File: config.mk
export PLATFORM = sky130hd
export DESIGN_NAME = fir_tap_sched
export DESIGN_NICKNAME = d
export VERILOG_FILES = /design/src/rtl/fir_pkg.sv /design/src/rtl/fir_mac.sv /design/src/rtl/fir_tap_sched.sv
export SDC_FILE = /design/constraint.sdc
export NUM_CORES = 1
export LEC_CHECK = 0
export CELL_PAD_IN_SITES_DETAIL_PLACEMENT = 0
export CELL_PAD_IN_SITES_GLOBAL_PLACEMENT = 1
export CORE_MARGIN = 2
export CORE_UTILIZATION = 50
export DETAILED_ROUTE_END_ITERATION = 7
export MAX_ROUTING_LAYER = met4
export PLACE_DENSITY = 0.89
export SKIP_CTS_REPAIR_TIMING = 1
export SYNTH_ARGS = -nofsm -noshare
export SYNTH_HDL_FRONTEND = slang
export SYNTH_SLANG_ARGS = --single-unit
File: constraint.sdc
create_clock -name clk -period 9.4 [get_ports clk]
set_input_delay 2.35 -clock clk [delete_from_list [all_inputs] [get_ports clk]]
set_output_delay 2.35 -clock clk [all_outputs]
set_load 0.02 [all_outputs]
File: src/rtl/fir_pkg.sv
// -----------------------------------------------------------------------------
// fir_pkg
// Shared types and constants for the 3-tap FIR sequencing path.
//   DATAWIDTH : sample / coefficient width (signed Q8.8)
//   NTAPS     : number of taps
//   FRAC      : fractional bits of samples and coefficients
//   ACCW      : accumulator / result width (signed Q16.16)
//   AW        : coefficient address width
//   COEF_ONE  : 1.0 in Q8.8, the reset value of every coefficient
//   state_t   : sequencing FSM states
// -----------------------------------------------------------------------------
package fir_pkg;

   localparam int DATAWIDTH = 16;
   localparam int NTAPS     = 3;
   localparam int FRAC      = 8;
   localparam int ACCW      = 2 * DATAWIDTH;
   localparam int AW        = (NTAPS > 1) ? $clog2(NTAPS) : 1;

   localparam logic [DATAWIDTH-1:0] COEF_ONE = DATAWIDTH'(1 << FRAC);

   typedef enum logic [1:0] {
      IDLE = 2'd0,
      WAIT = 2'd1,
      MAC  = 2'd2,
      OUT  = 2'd3
   } state_t;

endpackage

File: src/rtl/fir_mac.sv
// -----------------------------------------------------------------------------
// fir_mac
// Single signed multiply-accumulate unit shared across all taps.
//   clk  in   clock, rising edge
//   rst  in   synchronous active-high reset, clears the accumulator
//   clr  in   clears the accumulator (start of a new sample)
//   en   in   accumulate a*b this cycle
//   a    in   signed coefficient operand
//   b    in   signed sample operand
//   sum  out  acc + a*b, i.e. the value the accumulator takes when en=1
// The full-width product is added with plain two's-complement wrap-around.
// -----------------------------------------------------------------------------
module fir_mac #(
   parameter int DW = 16,
   parameter int W  = 32
) (
   input  logic                 clk,
   input  logic                 rst,
   input  logic                 clr,
   input  logic                 en,
   input  logic signed [DW-1:0] a,
   input  logic signed [DW-1:0] b,
   output logic signed [W-1:0]  sum
);

   logic signed [W-1:0]    acc;
   logic signed [2*DW-1:0] prod;

   assign prod = a * b;
   assign sum  = acc + W'(prod);

   always_ff @(posedge clk) begin
      if (rst) begin
         acc <= '0;
      end else if (clr) begin
         acc <= '0;
      end else if (en) begin
         acc <= sum;
      end
   end

endmodule

File: src/rtl/fir_tap_sched.sv
// -----------------------------------------------------------------------------
// fir_tap_sched
// Sequencing controller for the 3-tap FIR path. Owns the sample delay line
// and the coefficient bank and time-multiplexes one MAC over the taps, one
// product per cycle.
//   clk        in   clock, rising edge
//   rst        in   synchronous active-high reset
//   start      in   level, requests a run (ignored while stop=1)
//   stop       in   level, ends a run at the next safe point
//   s_valid    in   input sample valid
//   s_ready    out  registered; high only in WAIT
//   s_data     in   signed Q8.8 sample x[n]
//   coef_we    in   coefficient write strobe (honoured only in IDLE)
//   coef_addr  in   tap index k (k >= NTAPS ignored)
//   coef_data  in   signed Q8.8 coefficient h[k]
//   m_valid    out  registered; high only in OUT
//   m_ready    in   result consumer ready
//   m_data     out  signed Q16.16 y[n], stable while m_valid && !m_ready
//   busy       out  high whenever state != IDLE
//   done       out  one-cycle pulse on return to IDLE from a run
//   dbg_state  out  current FSM state
// Handshakes: a transfer happens on a rising edge where valid && ready are
// both high; valid never waits on ready, and both s_ready and m_valid are
// registered so there is no combinational path from s_valid or m_ready.
// -----------------------------------------------------------------------------
module fir_tap_sched
   import fir_pkg::*;
(
   input  logic                 clk,
   input  logic                 rst,
   input  logic                 start,
   input  logic                 stop,
   input  logic                 s_valid,
   output logic                 s_ready,
   input  logic [DATAWIDTH-1:0] s_data,
   input  logic                 coef_we,
   input  logic [AW-1:0]        coef_addr,
   input  logic [DATAWIDTH-1:0] coef_data,
   output logic                 m_valid,
   input  logic                 m_ready,
   output logic [ACCW-1:0]      m_data,
   output logic                 busy,
   output logic                 done,
   output logic [1:0]           dbg_state
);

   state_t                state;
   logic [AW-1:0]         k;
   logic [DATAWIDTH-1:0]  d [NTAPS];
   logic [DATAWIDTH-1:0]  h [NTAPS];

   logic                  mac_clr;
   logic                  mac_en;
   logic [DATAWIDTH-1:0]  tap_h;
   logic [DATAWIDTH-1:0]  tap_d;
   logic signed [ACCW-1:0] mac_sum;

   assign dbg_state = state;

   // The accumulator is cleared on the same edge the sample is taken, so the
   // first MAC cycle starts from zero.
   assign mac_clr = (state == WAIT) && !stop && s_valid && s_ready;
   assign mac_en  = (state == MAC);

   always_comb begin
      tap_h = '0;
      tap_d = '0;
      if (int'(k) < NTAPS) begin
         tap_h = h[k];
         tap_d = d[k];
      end
   end

   fir_mac #(
      .DW (DATAWIDTH),
      .W  (ACCW)
   ) u_mac (
      .clk (clk),
      .rst (rst),
      .clr (mac_clr),
      .en  (mac_en),
      .a   (tap_h),
      .b   (tap_d),
      .sum (mac_sum)
   );

   always_ff @(posedge clk) begin
      if (rst) begin
         state   <= IDLE;
         k       <= '0;
         s_ready <= 1'b0;
         m_valid <= 1'b0;
         m_data  <= '0;
         busy    <= 1'b0;
         done    <= 1'b0;
         for (int i = 0; i < NTAPS; i++) begin
            d[i] <= '0;
            h[i] <= COEF_ONE;
         end
      end else begin
         done <= 1'b0;
         case (state)
            IDLE: begin
               if (coef_we && (int'(coef_addr) < NTAPS)) begin
                  h[coef_addr] <= coef_data;
               end
               if (start && !stop) begin
                  state   <= WAIT;
                  s_ready <= 1'b1;
                  busy    <= 1'b1;
                  for (int i = 0; i < NTAPS; i++) begin
                     d[i] <= '0;
                  end
               end
            end

            WAIT: begin
               // stop wins over a sample offered in the same cycle
               if (stop) begin
                  state   <= IDLE;
                  s_ready <= 1'b0;
                  busy    <= 1'b0;
                  done    <= 1'b1;
               end else if (s_valid && s_ready) begin
                  d[0] <= s_data;
                  for (int i = NTAPS - 1; i > 0; i--) begin
                     d[i] <= d[i-1];
                  end
                  k       <= '0;
                  s_ready <= 1'b0;
                  state   <= MAC;
               end
            end

            MAC: begin
               if (k == AW'(NTAPS - 1)) begin
                  // mac_sum already includes the last product
                  m_data  <= mac_sum;
                  m_valid <= 1'b1;
                  state   <= OUT;
               end else begin
                  k <= k + 1'b1;
               end
            end

            OUT: begin
               if (m_ready) begin
                  m_valid <= 1'b0;
                  if (stop) begin
                     state <= IDLE;
                     busy  <= 1'b0;
                     done  <= 1'b1;
                  end else begin
                     state   <= WAIT;
                     s_ready <= 1'b1;
                  end
               end
            end

            default: begin
               state   <= IDLE;
               s_ready <= 1'b0;
               m_valid <= 1'b0;
               busy    <= 1'b0;
            end
         endcase
      end
   end

endmodule

**Word-level counts from Yosys, hierarchy flattened**

Memory sizes are Yosys's and may differ from the RTL's. A register that Yosys moved wholly into a read port is not among the register bits.
Index checks and enable logic that the tools add are counted.

- Memories: 2
- Word-level logic and storage cells: 108
- Input bits: 41
- Flip-flop bits (word level): 72
- RAM bits: 96

Memory list:

| name | words | width | rd ports | clocked after memory_dff | write ports | line | source |
|---|---|---|---|---|---|---|---|
| d | 3 | 16 | 3 | 1 | 3 | fir_tap_sched.sv:49 | `logic [DATAWIDTH-1:0] d [NTAPS];` |
| h | 3 | 16 | 1 | 1 | 3 | fir_tap_sched.sv:50 | `logic [DATAWIDTH-1:0] h [NTAPS];` |

- Magnitude comparators: 2
- Muxes and demuxes: 56
- Reduce and logical (&&, ||, !) cells: 19
- Multiply operators: 1
- Add/sub/neg operators: 2
- Equal/unequal tests: 12
- Bitwise gates (word level): 6

Operators by type and width:

| cell | count |
|---|---|
| 16-bit 2-to-1 mux | 9 |
| 32-bit adder | 1 |
| 16-bit by 16-bit multiplier with 32-bit output | 1 |
| 1-bit 2-to-1 mux | 28 |
| 2-bit 2-to-1 mux | 13 |
| 16-bit OR reduction | 1 |
| 2-bit != test (second input constant) | 5 |
| 2-bit one-hot mux with 4 select lines | 1 |
| 4-bit AND reduction | 2 |
| 2-bit equality test (second input constant) | 3 |
| 1-bit logical AND | 6 |
| 1-bit OR | 6 |
| 1-bit one-hot mux with 3 select lines | 2 |
| 3-bit AND reduction | 2 |
| 5-bit AND reduction | 1 |
| 2-bit < comparator (second input constant) | 2 |
| 2-bit by 1-bit != test with 1-bit output (second input constant) | 2 |
| 1-bit one-hot mux with 2 select lines | 2 |
| 2-bit one-hot mux with 2 select lines | 1 |
| 2-bit nonzero test | 2 |
| 3-bit by 2-bit != test with 1-bit output (second input constant) | 1 |
| 3-bit nonzero test | 1 |
| 2-bit by 1-bit adder with 2-bit output (second input constant) | 1 |
| 2-bit by 1-bit equality test with 1-bit output (second input constant) | 1 |
| other kinds (4) | 4 |

**Depth between registers and ports, before layout**

- Word-level depth: 8
- Depth in mapped cells: 30
- Depth with buffers taken out: 26

**Hierarchy**

From an unflattened synthesis, not the netlist that was laid out.

- Cell total of the unflattened synthesis: 1,815
- Area, all modules: 18,666.7 µm²

Modules (own cells, without submodules):

| module | cells an instance | area each (µm²) | times used |
|---|---|---|---|
| fir_mac | 1,308 | 12,109.1 | 1 |
| fir_tap_sched | 507 | 6,557.5 | 1 |

**Worst setup path before layout**

OpenSTA, ideal clock, no wires.

- Kind: register -> register
- Start point: register (tool-made name)
- End point: register m_data[30]
- Path slack: 2.319 ns
- Path buffers: 3
- Clock period less this slack: 7.081 ns
- Stages on the path, launching flop included: 28
- Data required time: 9.337 ns
- Arrival: 7.018 ns
- Path through: dfxtp_1 -> buf_2 -> buf_1 -> a211oi_1 -> a211oi_1 -> nand2_1 -> inv_1 -> fa_1 -> fa_1 -> inv_1 -> fa_1 -> inv_1 -> fa_1 -> fa_1 -> inv_1 -> fa_1 -> inv_1 -> ha_1 -> clkbuf_1 -> nand2_1 -> o21ai_1 -> o21bai_1 -> and2_1 -> a21oi_1 -> a21oi_1 -> o41ai_2 -> or4_1 -> nand3_1

RTL lines:

| item | line | source |
|---|---|---|
| end signal, assigned | fir_tap_sched.sv:138 | `m_data <= mac_sum;` |
| end, declared | fir_tap_sched.sv:41 | `output logic [ACCW-1:0] m_data,` |

==> reports/results.ini <==
[critical_path]
critPathMaxStageDelay_ns = 1.01
crit_path_top_delay_cell = o21ai_1
end_kind = flip-flop
ff2ff_setup_slack_ns = 1.24
critPathArrivalTime_ns = 8.50
r2r_end = u_mac.acc[30]
start_kind = flip-flop
worst-setup-path-type = flip-flop to flip-flop
cp_common_cell = fa_1
worst_ep_required_time_ns = 9.74
path_cells = mux2_2 -> o21ai_1 -> nor2_1 -> fa_1 -> inv_1 -> fa_1 -> fa_1 -> fa_1 -> inv_1 -> fa_1 -> inv_1 -> fa_1 -> inv_1 -> ha_1 -> a21oi_1 -> o211ai_1 -> a211oi_1 -> o31ai_2 -> a21oi_1 -> a21oi_1 -> o41ai_2 -> mux2i_1 -> nand2_1
cp_max_fo = 36
r2r_cells = 23

[synthesis]
synth_area_mm2 = 0.0184
synth_ff_type = edfxtp_1
syn_inst = 1879
synth_edf_count = 112
yosysSeqAreaShare = 0.263
synthArstFlopShare = 0
ys_seq_elements = 186
yosys_warnings = 0
avgSynthCellArea_um2 = 9.79
synth_cell_types = 61

[detailed_routing]
vias = 13000
dr.pass1.iters = 5
viasPerCell = 5.37
drc = 0
dr.first_iter.drc_count = 876
drt-total-wl_um = 46500
wl_per_cell_um = 19.2
final_antenna_net_count = 0

[final_layout]
final_common_cell = inv_1
fillers = 3213
seqCellArea_mm2 = 0.00485
final_cells = 2418
layout_common_cells = inv_1 (327), fa_1 (292), nand2_1 (243), nor2_1 (154), edfxtp_1 (112)
antenna_cells = 0
fin_nets = 2370
area_growth_pct = 10.6
layout-drive-gt1-share = 0.0492
multi_input_area_mm2 = 0.0121

[placement]
dp_hpwl_um = 36800
io_buffers = 78
gp_congestion = 0.951
dp.cells = 2386

[sta]
finalHoldViolCount = 0
slew_violations = 0
finalWorstPathRequiredPeriod_ns = 8.16
fin_setup_tns_ns = 0
slew_headroom = 0.109
clock-skew-final_ns = 0.0162
finalSetupViolCount = 0
tightest_slew_ns = 1.33
min_period_over_period = 0.868
max_freq_ghz = 0.123
rsz0062_at_grt = no

[power]
power_density_mw_per_mm2 = 227
vdd_drop_max_mv = 0.253
cellLeakagePower_nw = 9.20

[die]
dieWidth_um = 196
fp.dieArea_mm2 = 0.0383
core-area_mm2 = 0.0364
die_y_um = 196
row_count = 70
start_util = 0.505
io_pins = 79

[run_status]
outcome = finished, final reports clean

[clock_network]
cts_buffer_depth = 2
clkTransAtPathRegs_ns = 0.08
htree_levels = 4
cts-buffers-inserted = 17
clock_sinks = 186
clock_latency_ns = 0.45
cts_root_buf = clkbuf_16
cts_tree = built

[global_route]
grt_overflow = 0
first_global_vias = 13900
antenna_found_initial = 0
grt_pass1_wl_um = 75400
grt_max_degree = 54
track_usage = 0.266

[run]
max-cap-violations = 0

[worst_hold_path]
min_path_type = flip-flop to flip-flop
holdPathStages = 2
min-delay-start = m_data[16]
hold_path_end = m_data[16]

==> critical path: cells and delay by family, from the launching register on <==
family	cells	cell delay, ns
multiplexers	2	0.67
AND/OR/NAND/NOR	2	0.21
flip-flops	1	0.91
AO/OA/AOI/OAI	8	2.76
buffers and inverters	4	0.19
adder cells (fa/ha/maj)	7	3.29
==> worst max-delay path by stage <==
| stage | startpoint | endpoint | cells past startpoint |
|---|---|---|---|
| floorplan | flip-flop | m_data[30] | 27 |
| global placement | flip-flop | u_mac.acc[30] | 23 |
| detailed placement | flip-flop | u_mac.acc[30] | 25 |
| CTS | flip-flop | u_mac.acc[30] | 25 |
| global route | flip-flop | u_mac.acc[30] | 25 |
| finish | flip-flop | u_mac.acc[30] | 23 |
==> layout make-up <==
class / instances / share of cell area
flip-flops and latches: 186 / 0.238
multi-input cells: 1304 / 0.595
inverters: 327 / 0.0604
clock buffers: 17 / 0.0209
clock inverters: 15 / 0.00991
repair buffers: 101 / 0.0466
well taps: 468 / 0.0288
==> kinds of logic (layout without fill, tap and decap cells) <==
kind of cell | after synthesis | in the layout | synth area share
muxes | 42 | 42 | 0.0246
buffers and inverters | 404 | 460 | 0.0836
xor gates and xnor gates | 38 | 38 | 0.0181
and+or+nand+nor | 595 | 595 | 0.148
DFF | 186 | 186 | 0.263
adders and majority gates | 392 | 392 | 0.386
other | 1 | 16 | 0.000204
AOI/OAI and AO/OA | 221 | 221 | 0.0756
==> metrics by stage <==
stage	utilization	total power [mW]	setup slack (ns)	hold slack, ns	cell area (µm²)
finish	0.558	4.62	1.24	0.455	20300
global route	0.558	5.06	0.857	0.476	20300
CTS	0.558	4.65	1.34	0.460	20300
detailed placement	0.541	3.84	1.40	0.450	19700
global placement	0.541	3.83	1.46	0.444	19700
floorplan	-	3.09	2.32	0.436	18400
==> report_power, final <==
| group | switching (mW) | total (mW) | internal, mW | leakage, nW |
|---|---|---|---|---|
| sequential | 0.0132 | 0.908 | 0.895 | 1.75 |
| combinational | 1.78 | 2.94 | 1.16 | 7.15 |
| clock | 0.368 | 0.776 | 0.408 | 0.304 |
| total | 2.16 | 4.62 | 2.46 | 9.20 |
==> cells in the mapped netlist, types with 2 or more instances <==
library cell | instances | area share
xnor2_1 | 29 | 0.014
fa_1 | 292 | 0.32
or3_1 | 3 | 0.0010
nor2b_1 | 16 | 0.0054
edfxtp_1 | 112 | 0.18
mux2_2 | 15 | 0.0092
buf_1 | 8 | 0.0016
and2_1 | 103 | 0.035
mux2i_1 | 26 | 0.014
a21o_1 | 9 | 0.0037
a211o_1 | 8 | 0.0038
and3_1 | 4 | 0.0014
nand2_1 | 243 | 0.050
xor2_1 | 9 | 0.0043
nor4b_1 | 2 | 0.00095
or2_2 | 7 | 0.0024
o21ai_0 | 33 | 0.0090
nand3_1 | 13 | 0.0035
o21ai_1 | 16 | 0.0044
o21bai_1 | 2 | 0.00082
nand3b_1 | 5 | 0.0020
ha_1 | 100 | 0.068
clkbuf_1 | 60 | 0.012
nor3_1 | 9 | 0.0024
o21a_1 | 21 | 0.0086
dfxtp_1 | 74 | 0.081
a211oi_1 | 28 | 0.011
inv_1 | 327 | 0.067
nand4_1 | 3 | 0.0010
o211ai_1 | 4 | 0.0016
a21oi_1 | 83 | 0.023
nand2b_1 | 22 | 0.0075
buf_2 | 7 | 0.0019
nor3b_1 | 4 | 0.0016
nor2_1 | 156 | 0.032
==> registers in the layout, summed over array words and instances, names as in the netlist, named ones only <==
register / count
k: 2
d: 48
m_data: 32
h: 64
u_mac.acc: 32
busy: 1
dbg_state: 1
m_valid: 1
done: 1
s_ready: 1
==> layer usage <==
| layer | GRT usage | up-vias | share of wire |
|---|---|---|---|
| met5 | - | - | 0 |
| met4 | 0.100 | 0 | 0.036 |
| met3 | 0.0378 | 79 | 0.049 |
| met2 | 0.448 | 358 | 0.50 |
| met1 | 0.328 | 6578 | 0.42 |
| li1 | - | 5976 | - |
No activity file was read; power rests on OpenSTA's default activity.
